File: src/rtl/game_pkg.sv
// Shared types and constants for the key judge stage: FSM states, direction
// encodings, LFSR taps and small bit-vector helpers.
package game_pkg;

    localparam int NUM_KEYS = 4;

    typedef enum logic [1:0] {
        WAIT_PRESS   = 2'd0,
        JUDGE        = 2'd1,
        WAIT_RELEASE = 2'd2,
        LOCK         = 2'd3
    } state_t;

    localparam logic [1:0] DIR_UP    = 2'd0;
    localparam logic [1:0] DIR_DOWN  = 2'd1;
    localparam logic [1:0] DIR_LEFT  = 2'd2;
    localparam logic [1:0] DIR_RIGHT = 2'd3;

    // Taps 8,6,5,4 of a left-shifting Fibonacci LFSR, feedback into bit 0
    localparam logic [7:0] LFSR_TAPS = 8'hB8;

    function automatic logic [7:0] lfsr_step(input logic [7:0] value);
        return {value[6:0], ^(value & LFSR_TAPS)};
    endfunction

    function automatic logic is_onehot(input logic [NUM_KEYS-1:0] value);
        return (value != {NUM_KEYS{1'b0}}) &&
               ((value & (value - {{(NUM_KEYS-1){1'b0}}, 1'b1})) == {NUM_KEYS{1'b0}});
    endfunction

    function automatic logic [NUM_KEYS-1:0] dir_mask(input logic [1:0] dir);
        return {{(NUM_KEYS-1){1'b0}}, 1'b1} << dir;
    endfunction

endpackage

File: src/rtl/key_debouncer.sv
// Two-flop synchronizer plus stability counter; `stable` only follows the
// synchronized vector after it has held for DEBOUNCE_CYCLES samples.
module key_debouncer #(
    parameter int DEBOUNCE_CYCLES = 500000,
    parameter int WIDTH           = 4
) (
    input  logic             clk,
    input  logic             reset,
    input  logic [WIDTH-1:0] keys,
    output logic [WIDTH-1:0] stable,
    output logic             settled
);

    localparam int               CNT_W    = $clog2(DEBOUNCE_CYCLES + 1);
    localparam logic [CNT_W-1:0] CNT_LAST = CNT_W'(DEBOUNCE_CYCLES - 1);
    localparam logic [CNT_W-1:0] CNT_ONE  = CNT_W'(1);

    if (DEBOUNCE_CYCLES < 1) begin : g_bad_debounce
        $error("key_debouncer: DEBOUNCE_CYCLES must be >= 1");
    end

    logic [WIDTH-1:0] sync1_r;
    logic [WIDTH-1:0] raw_r;
    logic [CNT_W-1:0] cnt_r;
    logic [WIDTH-1:0] stable_r;
    logic             settled_r;
    logic             load_s;

    // sync1_r is the sample raw_r takes next, so equality means raw holds another cycle
    always_comb begin
        load_s = 1'b0;
        if ((sync1_r == raw_r) && (cnt_r == CNT_LAST)) begin
            load_s = 1'b1;
        end else begin
            load_s = 1'b0;
        end
    end

    // Synchronizer, saturating stability counter and accepted-vector register
    always_ff @(posedge clk or posedge reset) begin
        if (reset) begin
            sync1_r   <= {WIDTH{1'b0}};
            raw_r     <= {WIDTH{1'b0}};
            cnt_r     <= {CNT_W{1'b0}};
            stable_r  <= {WIDTH{1'b0}};
            settled_r <= 1'b0;
        end else begin
            sync1_r <= keys;
            raw_r   <= sync1_r;
            if (sync1_r != raw_r) begin
                cnt_r <= {CNT_W{1'b0}};
            end else if (cnt_r != CNT_LAST) begin
                cnt_r <= cnt_r + CNT_ONE;
            end
            if (load_s) begin
                stable_r  <= raw_r;
                settled_r <= 1'b1;
            end
        end
    end

    assign stable  = stable_r;
    assign settled = settled_r;

endmodule

File: src/rtl/key_judge_player.sv
// Judges debounced player presses against the LFSR target direction and
// pulses correct/wrong. Optional penalty lockout under PENALTY_LOCK_EN.
module key_judge_player
    import game_pkg::*;
#(
    parameter int         DEBOUNCE_CYCLES = 500000,
    parameter logic [7:0] LFSR_SEED       = 8'hA5,
    parameter int         LOCK_CYCLES     = 25000000
) (
    input  logic                clk,
    input  logic                reset,
    input  logic [NUM_KEYS-1:0] key_n,
    input  logic                ended,
    output logic                correct,
    output logic                wrong,
    output logic [1:0]          target,
    output logic                locked
);

    localparam logic [7:0] SEED_EFF = (LFSR_SEED == 8'h00) ? 8'h01 : LFSR_SEED;

    if (LOCK_CYCLES < 1) begin : g_bad_lock
        $error("key_judge_player: LOCK_CYCLES must be >= 1");
    end

    logic [NUM_KEYS-1:0] keys_s;
    logic [NUM_KEYS-1:0] stable_s;
    logic                settled_s;
    state_t              state_r;
    state_t              state_s;
    logic [7:0]          lfsr_r;
    logic                correct_r;
    logic                wrong_r;
    logic                hit_s;
    logic                correct_s;
    logic                wrong_s;

    assign keys_s = ~key_n;

    key_debouncer #(
        .DEBOUNCE_CYCLES(DEBOUNCE_CYCLES),
        .WIDTH          (NUM_KEYS)
    ) u_debouncer (
        .clk    (clk),
        .reset  (reset),
        .keys   (keys_s),
        .stable (stable_s),
        .settled(settled_s)
    );

`ifdef PENALTY_LOCK_EN
    localparam int                LOCK_W    = (LOCK_CYCLES > 1) ? $clog2(LOCK_CYCLES) : 1;
    localparam logic [LOCK_W-1:0] LOCK_LOAD = LOCK_W'(LOCK_CYCLES - 1);
    localparam logic [LOCK_W-1:0] LOCK_ONE  = LOCK_W'(1);

    logic [LOCK_W-1:0] lock_cnt_r;
    logic              locked_r;
    logic              lock_done_s;

    assign lock_done_s = (lock_cnt_r == {LOCK_W{1'b0}});

    // Lockout counter: loaded on a wrong judgment, counts down while in LOCK
    always_ff @(posedge clk or posedge reset) begin
        if (reset) begin
            lock_cnt_r <= {LOCK_W{1'b0}};
            locked_r   <= 1'b0;
        end else begin
            if ((state_r == JUDGE) && wrong_s) begin
                lock_cnt_r <= LOCK_LOAD;
            end else if ((state_r == LOCK) && !lock_done_s) begin
                lock_cnt_r <= lock_cnt_r - LOCK_ONE;
            end
            locked_r <= (state_s == LOCK);
        end
    end

    assign locked = locked_r;
`else
    assign locked = 1'b0;
`endif

    // Judgment of the accepted vector; only meaningful during JUDGE
    always_comb begin
        hit_s     = 1'b0;
        correct_s = 1'b0;
        wrong_s   = 1'b0;
        hit_s     = is_onehot(stable_s) && (stable_s == dir_mask(lfsr_r[1:0]));
        if ((state_r == JUDGE) && !ended) begin
            correct_s = hit_s;
            wrong_s   = !hit_s;
        end else begin
            correct_s = 1'b0;
            wrong_s   = 1'b0;
        end
    end

    // Next-state logic; release is only trusted once the debouncer has sampled
    always_comb begin
        state_s = state_r;
        case (state_r)
            WAIT_PRESS: begin
                if (stable_s != {NUM_KEYS{1'b0}}) begin
                    state_s = JUDGE;
                end else begin
                    state_s = WAIT_PRESS;
                end
            end
            JUDGE: begin
`ifdef PENALTY_LOCK_EN
                if (wrong_s) begin
                    state_s = LOCK;
                end else begin
                    state_s = WAIT_RELEASE;
                end
`else
                state_s = WAIT_RELEASE;
`endif
            end
            WAIT_RELEASE: begin
                if (settled_s && (stable_s == {NUM_KEYS{1'b0}})) begin
                    state_s = WAIT_PRESS;
                end else begin
                    state_s = WAIT_RELEASE;
                end
            end
            LOCK: begin
`ifdef PENALTY_LOCK_EN
                if (ended || lock_done_s) begin
                    state_s = WAIT_RELEASE;
                end else begin
                    state_s = LOCK;
                end
`else
                state_s = WAIT_RELEASE;
`endif
            end
            default: begin
                state_s = WAIT_RELEASE;
            end
        endcase
    end

    // State register, registered pulses and pattern LFSR
    always_ff @(posedge clk or posedge reset) begin
        if (reset) begin
            state_r   <= WAIT_RELEASE;
            correct_r <= 1'b0;
            wrong_r   <= 1'b0;
            lfsr_r    <= SEED_EFF;
        end else begin
            state_r   <= state_s;
            correct_r <= correct_s;
            wrong_r   <= wrong_s;
            if (correct_s) begin
                lfsr_r <= lfsr_step(lfsr_r);
            end
        end
    end

    assign correct = correct_r;
    assign wrong   = wrong_r;
    assign target  = lfsr_r[1:0];

endmodule

File: config.mk
export PLATFORM = sky130hd
export DESIGN_NAME = key_judge_player
export DESIGN_NICKNAME = d
export VERILOG_FILES = /design/src/rtl/game_pkg.sv /design/src/rtl/key_debouncer.sv /design/src/rtl/key_judge_player.sv
export SDC_FILE = /design/constraint.sdc
export NUM_CORES = 1
export LEC_CHECK = 0
export ABC_AREA = 1
export CAP_MARGIN = 10
export CORE_UTILIZATION = 59
export DETAILED_ROUTE_END_ITERATION = 6
export PLACE_DENSITY = 0.8
export SLEW_MARGIN = 0
export SYNTH_ARGS = -nofsm -noshare
export SYNTH_HDL_FRONTEND = slang
export SYNTH_SLANG_ARGS = --single-unit
File: constraint.sdc
create_clock -name clk -period 2.5 [get_ports clk]
set_input_delay 0.25 -clock clk [delete_from_list [all_inputs] [get_ports clk]]
set_output_delay 0.25 -clock clk [all_outputs]
set_load 0.02 [all_outputs]
=== After elaboration in Yosys (flattened, before gate mapping) ===
Index checks and enable logic that the tools add are counted.

* Add/sub/neg operators: 2
* Equality and inequality tests: 8
* Shift operators: 1
* Multiplexer cells: 8
* Bitwise logic cells: 2
* Reduce and logical (&&, ||, !) cells: 14

{| class="wikitable"
|+ Operators by type and width
! operator !! number
|-
| 19-bit two-way mux || 2
|-
| 19-bit by 1-bit adder with 19-bit output, second input constant || 1
|-
| 19-bit == test, second input constant || 1
|-
| 19-bit != test, second input constant || 1
|-
| 4-bit == test || 2
|-
| 4-bit logical NOT || 2
|-
| 8-bit parity || 1
|-
| 2-bit one-hot mux with 3 select lines || 1
|-
| 1-bit logical AND || 5
|-
| 4-bit AND || 1
|-
| 2-bit == test, second input constant || 2
|-
| 1-bit two-way mux || 4
|-
| 4-bit != test || 1
|-
| 4-bit NOT || 1
|-
| 4-bit nonzero test || 1
|-
| 1-bit by 2-bit << shifter with 4-bit output, first input constant || 1
|-
| 4-bit by 1-bit subtractor with 4-bit output, second input constant || 1
|-
| 2-bit by 1-bit == test with 1-bit output, second input constant || 1
|-
| 1-bit logical NOT || 2
|-
| 2-bit logical NOT || 1
|-
| 2-bit two-way mux || 1
|-
| 2-bit nonzero test || 1
|-
| 2-bit OR reduction || 1
|}

* Register bits after elaboration: 44
* Input port bits: 7
* Output and inout bits: 5
* Logic and storage cells: 44

=== Depth between registers and ports, before layout ===
Gate-level depths: netlist of run 1.

* Depth after elaboration: 7
* Gate-level depth with buffers: 8
* Mapped depth without buffers: 8

=== By module ===
Synthesis of run 1 repeated with hierarchy kept, for this count alone.

* Cell total of the unflattened synthesis: 317
* Area total of the unflattened synthesis: 2424.8 sq um

{| class="wikitable"
|+ By module, submodules not included
! module !! instances !! cells an instance !! area each (sq um)
|-
| key_debouncer || 1 || 228 || 1725.4
|-
| key_judge_player || 1 || 89 || 699.4
|}

=== Worst setup path before layout of run 1 ===
Ideal clock, no wire load.

* Kind: register to register
* Start: reg u_debouncer.cnt_r[0]
* End: reg u_debouncer.stable_r[3] (netlist: u_debouncer.stable[3])
* Arrival time: 1.221 ns
* Required time: 2.383 ns
* Slack: 1.162 ns
* Stages on the path, launching flop included: 9
* Path buffers: 0
* Period minus slack after synthesis: 1.338 ns
* Cell sequence: dfrtp_1 -> ha_1 -> inv_2 -> nor2_4 -> nand3_2 -> nor2_2 -> nand2_2 -> nand2_1 -> nand2_1

* Word-level cells in the longest chain between the ends: 3

{| class="wikitable"
|+ RTL lines
! item !! line !! text
|-
| start: declaration || key_debouncer.sv:24 || <nowiki>logic [CNT_W-1:0] cnt_r;</nowiki>
|-
| start signal: assignment || key_debouncer.sv:44 || <nowiki>cnt_r <= {CNT_W{1'b0}};</nowiki>
|-
| start signal: assignment || key_debouncer.sv:51 || <nowiki>cnt_r <= {CNT_W{1'b0}};</nowiki>
|-
| start signal: assignment || key_debouncer.sv:53 || <nowiki>cnt_r <= cnt_r + CNT_ONE;</nowiki>
|-
| 19-bit == test || key_debouncer.sv:32 || <nowiki>if ((sync1_r == raw_r) && (cnt_r == CNT_LAST)) begin</nowiki>
|-
| 1-bit logical AND || key_debouncer.sv:32 ||
|-
| 1-bit two-way mux || key_debouncer.sv:32 ||
|-
| end signal: assignment || key_debouncer.sv:45 || <nowiki>stable_r <= {WIDTH{1'b0}};</nowiki>
|-
| end signal: assignment || key_debouncer.sv:56 || <nowiki>stable_r <= raw_r;</nowiki>
|-
| end: declaration || key_debouncer.sv:25 || <nowiki>logic [WIDTH-1:0] stable_r;</nowiki>
|}

Every way passes these cells.
A chain may end at the register's enable or synchronous reset.

=== Worst setup path after layout of run 1 ===
* Start: reg lfsr_r[0]
* End: out target[0]

{| class="wikitable"
|+ RTL lines
! item !! line !! text
|-
| start: declaration || key_judge_player.sv:31 || <nowiki>logic [7:0] lfsr_r;</nowiki>
|-
| start signal: assignment || key_judge_player.sv:155 || <nowiki>lfsr_r <= lfsr_step(lfsr_r);</nowiki>
|-
| end: declaration || key_judge_player.sv:16 || <nowiki>output logic [1:0] target,</nowiki>
|}

No word-level cell between the ends.

==> impl_results.html, run 1 <==
<table>
<tr><th>Metric</th><th>Value</th></tr>
<tr><th colspan="2">Synthesis</th></tr>
<tr><td>Sequential cell area fraction in the yosys report</td><td>about half</td></tr>
<tr><td>Top cell type's share of synthesized area</td><td>43.5%</td></tr>
<tr><td>Cell taking the most area after synthesis</td><td>sky130_fd_sc_hd__dfrtp_1</td></tr>
<tr><td>Number of distinct library cell variants in the gate-level netlist after synthesis</td><td>28</td></tr>
<tr><td>Syn. warnings</td><td>0</td></tr>
<tr><td>Gate count after technology mapping</td><td>291</td></tr>
<tr><td>Post-synth ARST share</td><td>100%</td></tr>
<tr><td>Number of enable-type register cells in the synthesized netlist</td><td>0</td></tr>
<tr><td>Top area cells in the synthesized netlist</td><td>sky130_fd_sc_hd__dfrtp_1 43%, sky130_fd_sc_hd__nand2_1 14%, sky130_fd_sc_hd__nor2_1 8.4%, sky130_fd_sc_hd__dfstp_2 5.8%, sky130_fd_sc_hd__inv_1 5.7%</td></tr>
<tr><td>Top flip-flop cell by instance count after synthesis</td><td>sky130_fd_sc_hd__dfrtp_1</td></tr>
<tr><td>Most used standard cell by instance count after synthesis</td><td>sky130_fd_sc_hd__nand2_1</td></tr>
<tr><td>Post-synth design cell area</td><td>~2200 sq um</td></tr>
<tr><td>Top cell types by occurrence after synthesis</td><td>84 x sky130_fd_sc_hd__nand2_1, 50 x sky130_fd_sc_hd__nor2_1, 39 x sky130_fd_sc_hd__dfrtp_1</td></tr>
<tr><td>Mean post-synth cell area</td><td>7.72 sq um</td></tr>
<tr><td>Syn nets</td><td>between 200 and 300</td></tr>
<tr><td>Flip-flop and latch count after synthesis</td><td>between 40 and 50</td></tr>
<tr><th colspan="2">Global routing</th></tr>
<tr><td>Total global-route track usage</td><td>between 20% and 30%</td></tr>
<tr><td>First-pass GRT wire length</td><td>between 7 and 8 mm</td></tr>
<tr><td>Pin count of the biggest net entering global routing</td><td>45</td></tr>
<tr><td>Number of global-route vias before repair</td><td>approximately 1800</td></tr>
<tr><td>GRT overflow</td><td>0</td></tr>
<tr><td>Number of antenna violations at the first check in global routing</td><td>0</td></tr>
<tr><th colspan="2">Timing</th></tr>
<tr><td>Summed negative setup slack over all endpoints</td><td>0 ps</td></tr>
<tr><td>Final Setup Violations</td><td>0</td></tr>
<tr><td>Transition time of the tightest slew-check pin</td><td>537 ps</td></tr>
<tr><td>Slew HR</td><td>~64%</td></tr>
<tr><td>Min Hold Slack</td><td>around 390 ps</td></tr>
<tr><td>Final critical-path required period</td><td>~1800 ps</td></tr>
<tr><td>Final critical-path share of the clock period</td><td>between 70 and 80%</td></tr>
<tr><td>Setup repair after global routing missed its margin</td><td>false</td></tr>
<tr><td>Count of final max-slew check failures</td><td>0</td></tr>
<tr><td>Fmax achieved</td><td>0.571 GHz</td></tr>
<tr><td>Final-report hold violation count</td><td>0</td></tr>
<tr><td>Skew final</td><td>~5.1 ps</td></tr>
<tr><th colspan="2">Placement</th></tr>
<tr><td>Hpwl dp</td><td>2.96 mm</td></tr>
<tr><td>Post-placement cell area</td><td>2370 sq um</td></tr>
<tr><td>Placer's final routability congestion estimate</td><td>between 0.8 and 0.9</td></tr>
<tr><td>Number of port buffers</td><td>10</td></tr>
<tr><th colspan="2">Detailed routing</th></tr>
<tr><td>Met2 Wirelength</td><td>about 2.0 mm</td></tr>
<tr><td>Total length of routed met3 wires</td><td>180 microns</td></tr>
<tr><td>Remaining design rule violation count</td><td>0</td></tr>
<tr><td>Met1 Routed Length</td><td>around 1.8 mm</td></tr>
<tr><td>Number of optimization iterations in the first detailed-route pass</td><td>4</td></tr>
<tr><td>Detailed Route WL</td><td>between 4 and 5 mm</td></tr>
<tr><td>Starting DRT DRC Count</td><td>~110</td></tr>
<tr><td>Average routed wire per standard cell</td><td>11.6 microns</td></tr>
<tr><td>Number of nets still failing antenna checks after routing</td><td>0</td></tr>
<tr><td>Highest Signal Layer</td><td>met4</td></tr>
<tr><td>Vias post-DR</td><td>1819</td></tr>
<tr><td>Avg Vias per Cell</td><td>around 5.2</td></tr>
<tr><th colspan="2">Critical path</th></tr>
<tr><td>Slowest library cell on the worst path</td><td>sky130_fd_sc_hd__clkdlybuf4s50_1</td></tr>
<tr><td>Cells along the critical path</td><td>clkdlybuf4s50_1</td></tr>
<tr><td>WP data required</td><td>about 2300 ps</td></tr>
<tr><td>Worst path max stage delay</td><td>~610 ps</td></tr>
<tr><td>Worst Setup End Kind</td><td>output pin</td></tr>
<tr><td>Maximum fanout along the worst path</td><td>6</td></tr>
<tr><td>Critical path type</td><td>reg2out</td></tr>
<tr><td>Critical path launch point</td><td>lfsr_r[0]</td></tr>
<tr><td>Critical Path Source Type</td><td>register</td></tr>
<tr><td>Buffers &amp; Inverters on Critical Path</td><td>1</td></tr>
<tr><td>Worst reg-to-reg setup slack</td><td>just over 900 ps</td></tr>
<tr><td>FF-to-FF path depth</td><td>8</td></tr>
<tr><td>Startpoint of the lowest-slack register-to-register path</td><td>u_debouncer.cnt_r[0]</td></tr>
<tr><td>Endpoint of the most critical register-to-register path</td><td>u_debouncer.stable[1]</td></tr>
<tr><td>Family with the most delay on the worst path</td><td>buffers and inverters</td></tr>
<tr><td>Critical path arrival</td><td>1500 ps</td></tr>
<tr><th colspan="2">Clock tree</th></tr>
<tr><td>Num CTS Buffers</td><td>5</td></tr>
<tr><td>H-tree level count</td><td>2</td></tr>
<tr><td>TritonCTS clock tree</td><td>yes</td></tr>
<tr><td>Source-to-sink clock delay at the later pin of the worst-skew pair</td><td>~300 ps</td></tr>
<tr><td>CTS clk-pin slew, worst paths</td><td>about 90 ps</td></tr>
<tr><td>Clock Sinks</td><td>44</td></tr>
<tr><td>Clock tree root driver cell</td><td>sky130_fd_sc_hd__clkbuf_8</td></tr>
<tr><td>Clk buf depth</td><td>2</td></tr>
<tr><td>Post-CTS resize count</td><td>0</td></tr>
<tr><td>Postcts setup bufs</td><td>0</td></tr>
<tr><td>Count of hold-fix buffers inserted at cts</td><td>0</td></tr>
<tr><th colspan="2">Floorplanning</th></tr>
<tr><td>Placeable Area</td><td>3660 sq um</td></tr>
<tr><td>Initial core utilization</td><td>between 60% and 70%</td></tr>
<tr><td>Number of standard-cell rows in the floorplan</td><td>22</td></tr>
<tr><td>DIE AREA</td><td>between 4000 and 5000 sq um</td></tr>
<tr><td>I/O pin cnt</td><td>12</td></tr>
<tr><td>DIE WIDTH</td><td>approximately 64 microns</td></tr>
<tr><td>Die extent in y</td><td>63.7 microns</td></tr>
<tr><th colspan="2">Layout</th></tr>
<tr><td>Final design instance area without fill</td><td>~2500 sq um</td></tr>
<tr><td>NumNets Final</td><td>312</td></tr>
<tr><td>Ant. Diodes</td><td>0</td></tr>
<tr><td>Fraction of the core area covered by cells at the end of the flow</td><td>67.9%</td></tr>
<tr><td>Area Growth Syn to Fin</td><td>10.8%</td></tr>
<tr><td>Number of filler cells placed in the layout</td><td>roughly 320</td></tr>
<tr><td>Share of post-route cells with drive strength above 1</td><td>between 10% and 20%</td></tr>
<tr><th colspan="2">Power</th></tr>
<tr><td>Total Power Consumption</td><td>approximately 1.3 mW</td></tr>
<tr><td>P_leak</td><td>between 1 and 1.5 nW</td></tr>
<tr><td>Power Density</td><td>about 530 nW/um^2</td></tr>
<tr><td>Max VDD drop</td><td>between 0.4 and 0.5 mV</td></tr>
<tr><th colspan="2">Status</th></tr>
<tr><td>Status</td><td>finished clean</td></tr>
<tr><th colspan="2">Min path</th></tr>
<tr><td>Path class of the lowest-slack min-delay path</td><td>in2async</td></tr>
<tr><th colspan="2">Run</th></tr>
<tr><td>Max capacitance violation total</td><td>0</td></tr>
</table>
power by group:
part	leakage (nW)	total [mW]	switching (mW)	internal, mW
Sequential	0.578	0.724	0.00558	0.719
Combinational	0.513	0.0415	0.0272	0.0143
Clock	0.0548	0.559	0.258	0.301
Total	1.15	1.32	0.291	1.03
per-layer routing:
layer | GRT usage (%) | vias up
met2 | 40.8 | 34
li1 | - | 921
met1 | 29.2 | 856
met3 | 6.88 | 8
met5 | 0 | -
met4 | 8.81 | 0
kinds of logic after synthesis:
kind of cell / share of synthesized area, %
compound gates: 2.73
other cells: 0.167
simple gates: 35.5
xor+xnor: 3.90
fa+ha+maj: 0.557
buf+inv: 7.86
flops: 49.3
layout make-up:
| type | count | area, sq um | area share (%) |
|---|---|---|---|
| Clock buffer | 5 | 68.8 | 2.77 |
| Tap cell | 48 | 60.1 | 2.41 |
| Sequential cell | 44 | 1110 | 44.5 |
| Timing Repair Buffer | 11 | 108 | 4.33 |
| Clock inverter | 3 | 46.3 | 1.86 |
| Inverter | 36 | 135 | 5.43 |
| Multi-Input combinational cell | 206 | 962 | 38.7 |
flip-flops by register name, summed over array words and instances (netlist names), 2 cells and up:
name / flops
u_debouncer.sync1_r: 4
state_r: 2
u_debouncer.raw_r: 4
lfsr_r: 8
u_debouncer.cnt_r: 19
u_debouncer.stable: 4
metrics by stage:
step	std cells	setup slack, ps
floorplan	291	1160
global placement	345	976
detailed placement	345	931
CTS	353	742
global route	353	705
finish	353	749
cells in the final DEF, fill, tap and decap left out:
master / netlist / routed
sky130_fd_sc_hd__a21oi_1: 5 / 5
sky130_fd_sc_hd__a31oi_1: 1 / 1
sky130_fd_sc_hd__and3_1: 1 / 1
sky130_fd_sc_hd__buf_4: 4 / 1
sky130_fd_sc_hd__bufinv_16: 0 / 1
sky130_fd_sc_hd__clkbuf_8: 0 / 5
sky130_fd_sc_hd__clkdlybuf4s50_1: 0 / 10
sky130_fd_sc_hd__clkinv_1: 0 / 1
sky130_fd_sc_hd__clkinvlp_4: 0 / 1
sky130_fd_sc_hd__conb_1: 1 / 1
sky130_fd_sc_hd__dfrtp_1: 39 / 39
sky130_fd_sc_hd__dfstp_2: 5 / 5
sky130_fd_sc_hd__ha_1: 1 / 1
sky130_fd_sc_hd__inv_1: 34 / 33
sky130_fd_sc_hd__inv_2: 2 / 2
sky130_fd_sc_hd__inv_6: 0 / 1
sky130_fd_sc_hd__nand2_1: 84 / 84
sky130_fd_sc_hd__nand2_2: 2 / 2
sky130_fd_sc_hd__nand2_4: 1 / 1
sky130_fd_sc_hd__nand3_1: 25 / 25
sky130_fd_sc_hd__nand3_2: 1 / 1
sky130_fd_sc_hd__nand3b_1: 1 / 1
sky130_fd_sc_hd__nand4_1: 2 / 2
sky130_fd_sc_hd__nor2_1: 50 / 50
sky130_fd_sc_hd__nor2_2: 6 / 6
sky130_fd_sc_hd__nor2_4: 2 / 2
sky130_fd_sc_hd__nor3_1: 4 / 4
sky130_fd_sc_hd__nor3_4: 1 / 1
sky130_fd_sc_hd__o21ai_0: 3 / 3
sky130_fd_sc_hd__o21ai_1: 3 / 3
sky130_fd_sc_hd__or2_2: 2 / 2
sky130_fd_sc_hd__xnor2_1: 3 / 3
sky130_fd_sc_hd__xor2_1: 7 / 7
worst reg2reg max path: stages, from the launching register on:
cell,delay [ps]
sky130_fd_sc_hd__dfrtp_1,390
sky130_fd_sc_hd__ha_1,290
sky130_fd_sc_hd__inv_2,80
sky130_fd_sc_hd__nor2_4,160
sky130_fd_sc_hd__nand3_2,90
sky130_fd_sc_hd__nor2_2,200
sky130_fd_sc_hd__nand2_2,120
sky130_fd_sc_hd__nand2_1,90
sky130_fd_sc_hd__nand2_1,50
how the worst max path moves through the flow:
stage                     cells past startpoint  slack, ps                    end
after floorplan                               8       1160  u_debouncer.stable[3]
after global placement                        8        980  u_debouncer.stable[3]
after detailed placement                      8        930  u_debouncer.stable[1]
after CTS                                     1        740              target[0]
after global routing                          1        710              target[0]
final                                         1        750              target[0]
Note: power is estimated with default switching activity, not from simulation.
==> inputs of run 2 (changes only) <==
clock period = 1.7 ns   (was 2.5 ns; I/O delays follow)
==> impl_results.html, run 2 (synthesis gave the netlist of run 1 again) <==
<table>
<tr><th>Metric</th><th>Value</th></tr>
<tr><th colspan="2">Critical path</th></tr>
<tr><td>Family with the most delay on the worst path</td><td>buffers and inverters</td></tr>
<tr><td>Slowest library cell on the worst path</td><td>sky130_fd_sc_hd__clkdlybuf4s50_1</td></tr>
<tr><td>Critical path arrival</td><td>approximately 1400 ps</td></tr>
<tr><td>Buffers &amp; Inverters on Critical Path</td><td>1</td></tr>
<tr><td>Critical path type</td><td>reg2out</td></tr>
<tr><td>Endpoint of the most critical register-to-register path</td><td>u_debouncer.stable[1]</td></tr>
<tr><td>CP Depth</td><td>1</td></tr>
<tr><td>Critical Path Source Type</td><td>register</td></tr>
<tr><td>Worst Setup End Kind</td><td>output pin</td></tr>
<tr><td>Startpoint of the lowest-slack register-to-register path</td><td>u_debouncer.cnt_r[0]</td></tr>
<tr><td>FF-to-FF path depth</td><td>8</td></tr>
<tr><td>Maximum fanout along the worst path</td><td>6</td></tr>
<tr><td>Critical path launch point</td><td>lfsr_r[1]</td></tr>
<tr><td>Endpoint of the worst setup timing path</td><td>target[1]</td></tr>
<tr><td>Worst reg-to-reg setup slack</td><td>about 200 ps</td></tr>
<tr><td>Cells along the critical path</td><td>clkdlybuf4s50_1</td></tr>
<tr><td>WP data required</td><td>~1500 ps</td></tr>
<tr><td>Worst path max stage delay</td><td>640 ps</td></tr>
<tr><th colspan="2">Detailed routing</th></tr>
<tr><td>Detailed Route WL</td><td>3.93 mm</td></tr>
<tr><td>Number of nets still failing antenna checks after routing</td><td>0</td></tr>
<tr><td>Starting DRT DRC Count</td><td>between 100 and 150</td></tr>
<tr><td>Average routed wire per standard cell</td><td>~11 microns</td></tr>
<tr><td>Avg Vias per Cell</td><td>between 4 and 5</td></tr>
<tr><td>Number of optimization iterations in the first detailed-route pass</td><td>4</td></tr>
<tr><td>Remaining design rule violation count</td><td>0</td></tr>
<tr><td>Vias post-DR</td><td>~1800</td></tr>
<tr><th colspan="2">Global routing</th></tr>
<tr><td>Pin count of the biggest net entering global routing</td><td>45</td></tr>
<tr><td>GRT overflow</td><td>0</td></tr>
<tr><td>First-pass GRT wire length</td><td>slightly above 7 mm</td></tr>
<tr><td>Number of antenna violations at the first check in global routing</td><td>0</td></tr>
<tr><td>Number of global-route vias before repair</td><td>between 1500 and 2000</td></tr>
<tr><td>Total global-route track usage</td><td>a little under a quarter</td></tr>
<tr><th colspan="2">Timing</th></tr>
<tr><td>Summed negative setup slack over all endpoints</td><td>0 ps</td></tr>
<tr><td>Fmax achieved</td><td>roughly 0.64 GHz</td></tr>
<tr><td>Count of final max-slew check failures</td><td>0</td></tr>
<tr><td>Skew final</td><td>about 8.4 ps</td></tr>
<tr><td>Final critical-path share of the clock period</td><td>between 90 and 100%</td></tr>
<tr><td>Final critical-path required period</td><td>about 1600 ps</td></tr>
<tr><td>Final-report hold violation count</td><td>0</td></tr>
<tr><td>Final Setup Violations</td><td>0</td></tr>
<tr><td>Setup repair after global routing missed its margin</td><td>false</td></tr>
<tr><th colspan="2">Floorplanning</th></tr>
<tr><td>DIE WIDTH</td><td>around 64 microns</td></tr>
<tr><td>Number of standard-cell rows in the floorplan</td><td>22</td></tr>
<tr><td>Initial core utilization</td><td>a little over 60%</td></tr>
<tr><td>Placeable Area</td><td>roughly 3700 sq um</td></tr>
<tr><td>DIE AREA</td><td>just over 4000 sq um</td></tr>
<tr><td>Die extent in y</td><td>about 64 microns</td></tr>
<tr><td>I/O pin cnt</td><td>12</td></tr>
<tr><th colspan="2">Placement</th></tr>
<tr><td>Placer's final routability congestion estimate</td><td>between 0.8 and 0.9</td></tr>
<tr><td>Number of port buffers</td><td>10</td></tr>
<tr><td>Hpwl dp</td><td>roughly 2.8 mm</td></tr>
<tr><th colspan="2">Clock tree</th></tr>
<tr><td>Source-to-sink clock delay at the later pin of the worst-skew pair</td><td>~300 ps</td></tr>
<tr><td>Clk buf depth</td><td>2</td></tr>
<tr><td>CTS clk-pin slew, worst paths</td><td>90 ps</td></tr>
<tr><td>TritonCTS clock tree</td><td>yes</td></tr>
<tr><td>Post-CTS resize count</td><td>0</td></tr>
<tr><td>Count of hold-fix buffers inserted at cts</td><td>0</td></tr>
<tr><td>Num CTS Buffers</td><td>5</td></tr>
<tr><td>Clock tree root driver cell</td><td>sky130_fd_sc_hd__clkbuf_8</td></tr>
<tr><td>Postcts setup bufs</td><td>0</td></tr>
<tr><td>H-tree level count</td><td>2</td></tr>
<tr><td>Clock Sinks</td><td>44</td></tr>
<tr><th colspan="2">Layout</th></tr>
<tr><td>Most common cell after layout, fill and taps aside</td><td>sky130_fd_sc_hd__nand2_1</td></tr>
<tr><td>Commonest non-fill, non-tap cells in the layout</td><td>84 x sky130_fd_sc_hd__nand2_1, 50 x sky130_fd_sc_hd__nor2_1, 39 x sky130_fd_sc_hd__dfrtp_1, 33 x sky130_fd_sc_hd__inv_1, 25 x sky130_fd_sc_hd__nand3_1</td></tr>
<tr><td>Largest register by flop count</td><td>u_debouncer.cnt_r</td></tr>
<tr><td>Share of post-route cells with drive strength above 1</td><td>a little over a tenth</td></tr>
<tr><td>Ant. Diodes</td><td>0</td></tr>
<tr><td>Fraction of the core area covered by cells at the end of the flow</td><td>just under 70%</td></tr>
<tr><td>NumNets Final</td><td>~310</td></tr>
<tr><td>Area Growth Syn to Fin</td><td>11.3%</td></tr>
<tr><td>Largest registers</td><td>u_debouncer.cnt_r: 19 flops, lfsr_r: 8 flops</td></tr>
<tr><td>Max FFs per register</td><td>19</td></tr>
<tr><th colspan="2">Power</th></tr>
<tr><td>Power Density</td><td>roughly 730 nW/um^2</td></tr>
<tr><td>P_leak</td><td>roughly 1.2 nW</td></tr>
<tr><td>Max VDD drop</td><td>~0.66 mV</td></tr>
<tr><th colspan="2">Min path</th></tr>
<tr><td>Path class of the lowest-slack min-delay path</td><td>in2async</td></tr>
<tr><th colspan="2">Run</th></tr>
<tr><td>Max capacitance violation total</td><td>0</td></tr>
<tr><th colspan="2">Status</th></tr>
<tr><td>Status</td><td>finished clean</td></tr>
</table>
## run 2: cell types whose count changed in the layout (fill, tap and decap cells not counted), sizes merged
| cell | change |
|---|---|
| clkdlybuf4s50 | -1 |
| clkbuf | +1 |
| dlymetal6s2s | +1 |
| clkinvlp | +1 |
| buf | +2 |
| bufinv | -1 |
| inv | -1 |
## run 2: layer usage
metal	routed length [microns]	track usage [%]
met5	0	0
met4	61	10.8
met1	1950	29.4
met3	86	3.62
met2	1830	37.9
## run 2: cell type report
cell class              instances  area, sq um
fillers                       296         1160
flip-flops and latches         44         1110
multi-input cells             206          962
repair buffers                 13          138
inverters                      36          135
clock buffers                   6         82.6
well taps                      48         60.1
clock inverters                 2         15.0
## run 2: through the flow
stage          hold slack (ps)  setup slack, ps  total power, mW  cell area [sq um]  cells
2_1_floorplan              229              362             1.12               2250    291
3_3_place_gp               381              257             1.15               2400    347
3_5_place_dp               385              218             1.15               2400    347
4_1_cts                    222             15.0             1.84               2500    355
5_1_grt                    235             25.1             1.89               2500    355
6_report                   214              135             1.82               2500    355
## run 2: power by group
part | switching, mW | internal [mW] | total, mW
Sequential | 0.00804 | 1.06 | 1.07
Combinational | 0.0410 | 0.0254 | 0.0664
Clock | 0.357 | 0.329 | 0.686
## run 2: how the worst min path moves through the flow
stage	start	endpoint	slack, ps	cells after the start
2_1_floorplan	key_n[0]	u_debouncer.sync1_r[0]	230	1
3_3_place_gp	u_debouncer.sync1_r[3]	u_debouncer.raw_r[3]	380	0
3_5_place_dp	u_debouncer.sync1_r[0]	u_debouncer.raw_r[0]	380	0
4_1_cts	reset	u_debouncer.cnt_r[12]	220	3
5_1_grt	reset	wrong	230	3
6_report	reset	u_debouncer.cnt_r[10]	210	3
==> inputs of run 3 (changes only) <==
CAP_MARGIN = not set   (was 10)
==> results of run 3 <==
Final layout, timing and power as in run 2 (identical DEF).
